<file path="src/rtl/spi_pkg.sv">
// Shared SPI constants and FSM state encoding for the SPI master controller.
package spi_pkg;

  localparam int SPI_DATA_W = 8;
  localparam int SPI_HALF_W = 8;
  localparam int SPI_BIT_W  = 3;

  // Mode 3: clock idles high, data sampled on the trailing (rising) edge.
  localparam logic SPI_CPOL = 1'b1;
  localparam logic SPI_CPHA = 1'b1;

  typedef enum logic [2:0] {
    ST_IDLE  = 3'd0,
    ST_SETUP = 3'd1,
    ST_SHIFT = 3'd2,
    ST_HOLD  = 3'd3,
    ST_DONE  = 3'd4
  } spi_state_e;

endpackage

</file>
<file path="src/rtl/spi_sclk_gen.sv">
// Half-period divider: owns the registered SCLK level and emits one-cycle
// strobes in the cycle before SCLK falls or rises.
module spi_sclk_gen
  import spi_pkg::*;
#(
  parameter int CLK_DIV = 4
) (
  input  logic clk_i,
  input  logic rstn_i,
  input  logic en_i,
  input  logic toggle_i,
  output logic tick_o,
  output logic fall_o,
  output logic rise_o,
  output logic sclk_o
);

  localparam logic [SPI_HALF_W-1:0] DIV_M1 = SPI_HALF_W'(CLK_DIV - 1);

  logic [SPI_HALF_W-1:0] cnt_q, cnt_d;
  logic                  sclk_q, sclk_d;

  always_comb begin
    tick_o = en_i && (cnt_q == DIV_M1);
    cnt_d  = '0;
    if (en_i && !tick_o) cnt_d = cnt_q + 1'b1;
    fall_o = tick_o && toggle_i && sclk_q;
    rise_o = tick_o && toggle_i && !sclk_q;
    sclk_d = sclk_q;
    if (!en_i)                 sclk_d = SPI_CPOL;
    else if (fall_o || rise_o) sclk_d = ~sclk_q;
  end

  always_ff @(posedge clk_i or negedge rstn_i) begin
    if (!rstn_i) begin
      cnt_q  <= '0;
      sclk_q <= SPI_CPOL;
    end else begin
      cnt_q  <= cnt_d;
      sclk_q <= sclk_d;
    end
  end

  assign sclk_o = sclk_q;

endmodule

</file>
<file path="src/rtl/spi_master_ctrl.sv">
// Single-byte SPI master (mode 3): SETUP / 8-bit SHIFT / HOLD framing with
// registered outputs and a one-cycle done pulse carrying the received byte.
module spi_master_ctrl
  import spi_pkg::*;
#(
  parameter int CLK_DIV = 4
) (
  input  logic                  clk_i,
  input  logic                  rstn_i,
  input  logic                  start_i,
  input  logic [SPI_DATA_W-1:0] tx_data_i,
  output logic                  busy_o,
  output logic                  done_o,
  output logic [SPI_DATA_W-1:0] rx_data_o,
  output logic                  sclk_o,
  output logic                  csn_o,
  output logic                  mosi_o,
  input  logic                  miso_i
);

  localparam logic SAMPLE_ON_RISE = SPI_CPOL ~^ SPI_CPHA;

  spi_state_e            state_q, state_d;
  logic [SPI_DATA_W-1:0] tx_sh_q, tx_sh_d;
  logic [SPI_DATA_W-1:0] rx_sh_q, rx_sh_d;
  logic [SPI_DATA_W-1:0] rx_data_q, rx_data_d;
  logic [SPI_BIT_W-1:0]  bit_cnt_q, bit_cnt_d;
  logic                  mosi_q, mosi_d;
  logic                  csn_q, csn_d;
  logic                  busy_q, busy_d;
  logic                  done_q, done_d;

  logic gen_en, gen_toggle, tick, fall, rise, drive_stb, samp_stb;

  assign gen_en     = (state_q == ST_SETUP) || (state_q == ST_SHIFT) || (state_q == ST_HOLD);
  assign gen_toggle = (state_q == ST_SETUP) || (state_q == ST_SHIFT);
  assign drive_stb  = SAMPLE_ON_RISE ? fall : rise;
  assign samp_stb   = SAMPLE_ON_RISE ? rise : fall;

  spi_sclk_gen #(.CLK_DIV(CLK_DIV)) u_sclk_gen (
    .clk_i    (clk_i),
    .rstn_i   (rstn_i),
    .en_i     (gen_en),
    .toggle_i (gen_toggle),
    .tick_o   (tick),
    .fall_o   (fall),
    .rise_o   (rise),
    .sclk_o   (sclk_o)
  );

  always_comb begin
    state_d   = state_q;
    tx_sh_d   = tx_sh_q;
    rx_sh_d   = rx_sh_q;
    rx_data_d = rx_data_q;
    bit_cnt_d = bit_cnt_q;
    mosi_d    = mosi_q;
    done_d    = 1'b0;

    // The first drive strobe (end of SETUP) re-presents bit 7; later ones walk down.
    if (drive_stb) begin
      mosi_d  = tx_sh_q[SPI_DATA_W-1];
      tx_sh_d = {tx_sh_q[SPI_DATA_W-2:0], 1'b0};
    end
    if (samp_stb) rx_sh_d = {rx_sh_q[SPI_DATA_W-2:0], miso_i};

    case (state_q)
      ST_IDLE: begin
        bit_cnt_d = '0;
        if (start_i) begin
          state_d = ST_SETUP;
          tx_sh_d = tx_data_i;
          rx_sh_d = '0;
          mosi_d  = tx_data_i[SPI_DATA_W-1];
        end
      end
      ST_SETUP: if (tick) state_d = ST_SHIFT;
      ST_SHIFT: begin
        if (samp_stb) begin
          if (bit_cnt_q == SPI_BIT_W'(SPI_DATA_W - 1)) state_d = ST_HOLD;
          else bit_cnt_d = bit_cnt_q + 1'b1;
        end
      end
      ST_HOLD: begin
        if (tick) begin
          state_d   = ST_DONE;
          done_d    = 1'b1;
          rx_data_d = rx_sh_q;
          mosi_d    = 1'b0;
        end
      end
      ST_DONE: begin
        state_d   = ST_IDLE;
        bit_cnt_d = '0;
      end
      default: state_d = ST_IDLE;
    endcase

    csn_d  = (state_d == ST_IDLE) || (state_d == ST_DONE);
    busy_d = (state_d != ST_IDLE);
  end

  always_ff @(posedge clk_i or negedge rstn_i) begin
    if (!rstn_i) begin
      state_q   <= ST_IDLE;
      tx_sh_q   <= '0;
      rx_sh_q   <= '0;
      rx_data_q <= '0;
      bit_cnt_q <= '0;
      mosi_q    <= 1'b0;
      csn_q     <= 1'b1;
      busy_q    <= 1'b0;
      done_q    <= 1'b0;
    end else begin
      state_q   <= state_d;
      tx_sh_q   <= tx_sh_d;
      rx_sh_q   <= rx_sh_d;
      rx_data_q <= rx_data_d;
      bit_cnt_q <= bit_cnt_d;
      mosi_q    <= mosi_d;
      csn_q     <= csn_d;
      busy_q    <= busy_d;
      done_q    <= done_d;
    end
  end

  assign busy_o    = busy_q;
  assign done_o    = done_q;
  assign rx_data_o = rx_data_q;
  assign csn_o     = csn_q;
  assign mosi_o    = mosi_q;

endmodule
</file>
<file path="config.mk">
export PLATFORM = sky130hd
export DESIGN_NAME = spi_master_ctrl
export DESIGN_NICKNAME = d
export VERILOG_FILES = /design/src/rtl/spi_pkg.sv /design/src/rtl/spi_sclk_gen.sv /design/src/rtl/spi_master_ctrl.sv
export SDC_FILE = /design/constraint.sdc
export NUM_CORES = 1
export LEC_CHECK = 0
export BUFFER_PORTS_ARGS = -buffer_cell sky130_fd_sc_hd__buf_2
export CORE_MARGIN = 2
export CORE_UTILIZATION = 35
export DETAILED_ROUTE_END_ITERATION = 8
export SYNTH_ARGS = -nofsm -noshare
export SYNTH_HDL_FRONTEND = slang
export SYNTH_SLANG_ARGS = --single-unit
</file>
<file path="constraint.sdc">
create_clock -name clk_i -period 4.55 [get_ports clk_i]
set_clock_uncertainty 0.15 [all_clocks]
set_input_delay 0.455 -clock clk_i [delete_from_list [all_inputs] [get_ports clk_i]]
set_output_delay 0.455 -clock clk_i [all_outputs]
set_load 0.01 [all_outputs]
</file>
==> out/results.ini <==
[logic_synthesis]
yosys.area.top_type=dfrtp_1
synthTopCellsByArea=dfrtp_1 52%, mux2i_1 8.2%, mux2_4 6.1%
seq_area_frac_synth_pct=55.0
ys_ff_latch=43
syn_area_sq_mm=0.00196
synthFlopType=dfrtp_1
yosys-top-cells-count=41 x dfrtp_1, 26 x nor2_1, 16 x mux2i_1
async_reset_ff_share_pct=100
netlist_instances=168
synth_area_per_cell_sq_um=11.7
syn_nets=183
synth_top_area_share_pct=52.3
synth-edff-count=0
synth_cell_type_count=35
yosysMostFrequentCell=dfrtp_1
ys_warn_count=0

[clock_tree]
cts_buffers=5
cts_sinks=43
post_cts_buffers=0
cts_root_buffer=clkbuf_8
cts_tree=done
htree_levels=2
post_cts_resized=0
insertion_delay_ns=0.30
cts_hold_buf=0
clk_pin_slew_ns=0.08
clockBufferDepth=2

[sta]
rsz0062_at_grt=no
max_slew.worst_pin.slew_ns=0.943
hold-worst-slack_ns=0.150
final-max-slew-violation-count=0
setup_tns_ns=0
fin_crit_sh_pct=54.5
fmax_mhz=403
final_hold_viol_count=0
finalSetupViolCount=0
min_period_ns=2.48
relSlewSlack_pct=37.1

[worst_hold_path]
hp-class=in -> async

[critical_path]
required_ns=4.58
startpoint_type=register
max_stage_delay_ns=0.62
cp_max_fo=10
crit_arrival_ns=2.51
crit_chain=ha_1 -> nor3b_2 -> nand2_4 -> or3_1 -> mux2_4
end_kind=register
crit_type=reg -> reg
critPathSlowestCell=or3_1
cp_num_buf_inv=0
path_delay_family=simple AND/OR/NAND/NOR gates

[die]
rows=27
core_area_sq_mm=0.00547
die_area_sq_mm=0.00622
start_util_pct=35.8
die_h_microns=78.9
die_w_microns=78.9
ios=25

[placement]
gp_congestion=0.721
hpwl_microns=2170
place_inst=258
port_buffers=24

[grt]
grt_max_degree=44
grt_pass1_vias=1256
grt.overflow.total=0
grt_antenna_before_repair=0
grt_pass1_wl_microns=5910
grt_use_total_pct=12.1

[drt]
wl_per_cell_microns=12.1
ant_nets=0
drt-initial-drc-count=104
num_vias=1238
drtPass1Iterations=6
drt-total-wl_microns=3210
drc_errors=0
viasPerCell=4.65

[final_layout]
drive_gt1_share_pct=24.7
diodes=0
final_cells=266
nets=208
area_growth_pct=13.1

[power]
powerDensity_mw_per_mm2=289
vdd_drop_max_mv=0.182
power.total_uw=640
p_leak_uw=0.00120

[status]
status=finished clean

[run]
cap_violations=0

layout by cell type, fill, tap and decap left out:
cell / count
dfrtp_1: 41
nand2_1: 11
nor3_1: 2
a21oi_1: 7
nor2_1: 26
nor2b_1: 2
a31oi_1: 1
mux2i_1: 16
clkinv_2: 1
nand4_2: 1
dfstp_2: 2
xor2_1: 8
and3_2: 1
inv_1: 4
clkbuf_8: 5
o21ba_2: 1
nand4_1: 2
clkbuf_1: 1
nor4_4: 1
or3_1: 1
o311ai_0: 1
o21bai_1: 1
and3_1: 2
mux2_4: 8
buf_2: 24
nor3b_2: 1
xnor2_1: 1
a211oi_1: 1
nand3_1: 11
nand2_4: 1
nand3b_1: 1
o211ai_1: 2
or4_1: 1
nor4b_2: 1
ha_1: 3
clkinvlp_4: 1
layer usage:
metal	vias to the layer above	track usage [%]	routed length, microns
met2	23	17.0	1350
li1	630	-	-
met5	-	0	0
met3	7	3.18	134
met4	0	5.69	61
met1	578	17.5	1670
flip-flops by register name (all words and copies together), names as in the netlist, 3 cells and up:
signal            count
bit_cnt_q             3
rx_data_o             8
rx_sh_q               8
state_q               3
tx_sh_q               8
u_sclk_gen.cnt_q      8
cells by family (layout without fill, tap and decap cells):
group / Yosys count / after routing / synth area share [%]
AO/OA/AOI/OAI: 14 / 14 / 4.59
XOR/XNOR: 9 / 9 / 4.02
adder cells (fa/ha/maj): 3 / 3 / 1.91
buffers and inverters: 10 / 36 / 2.74
flip-flops: 43 / 43 / 55.0
multiplexers: 24 / 24 / 14.3
AND/OR/NAND/NOR: 65 / 65 / 17.5
per-stage QoR:
step                      utilization (%)  setup slack [ns]  cell area, sq um
final                                40.5              2.07              2220
after floorplan                         -              2.39              1960
after global placement               39.0              2.12              2130
after CTS                            40.5              2.04              2220
after global routing                 40.5              1.86              2220
after detailed placement             39.0              2.07              2130
path summary, 6_finish.rpt:
kind	cells past startpoint	end	slack (ns)	from
worst max register to register	5	rx_data_o[0]$_DFFE_PN0P_	2.07	u_sclk_gen.cnt_q[0]$_DFF_PN0_
worst min register to register	1	u_sclk_gen.cnt_q[0]$_DFF_PN0_	0.35	u_sclk_gen.cnt_q[0]$_DFF_PN0_
worst min-delay path	1	tx_sh_q[2]$_DFF_PN0_	0.15	rstn_i
worst max-delay path	5	rx_data_o[0]$_DFFE_PN0P_	2.07	u_sclk_gen.cnt_q[0]$_DFF_PN0_
max in group asynchronous	1	rx_data_o[0]$_DFFE_PN0P_	3.51	rstn_i
min in group clk_i	3	tx_sh_q[0]$_DFF_PN0_	0.20	tx_data_i[0]
report_power, final:
group          internal [uW]  switching (uW)  total, uW
registers                386            2.81        389
clock network            107             128        235
logic                   5.93            10.4       16.3
layout make-up:
type                       instances  area (sq um)
timing repair buffer              24           120
sequential                        43          1080
fill                             585          3250
clock buffer                       6          72.6
tap                               72          90.1
multi-input combinational        115           830
clock inverter                     2          12.5
inverter                           4          15.0
(Power assumes the default switching activity.)
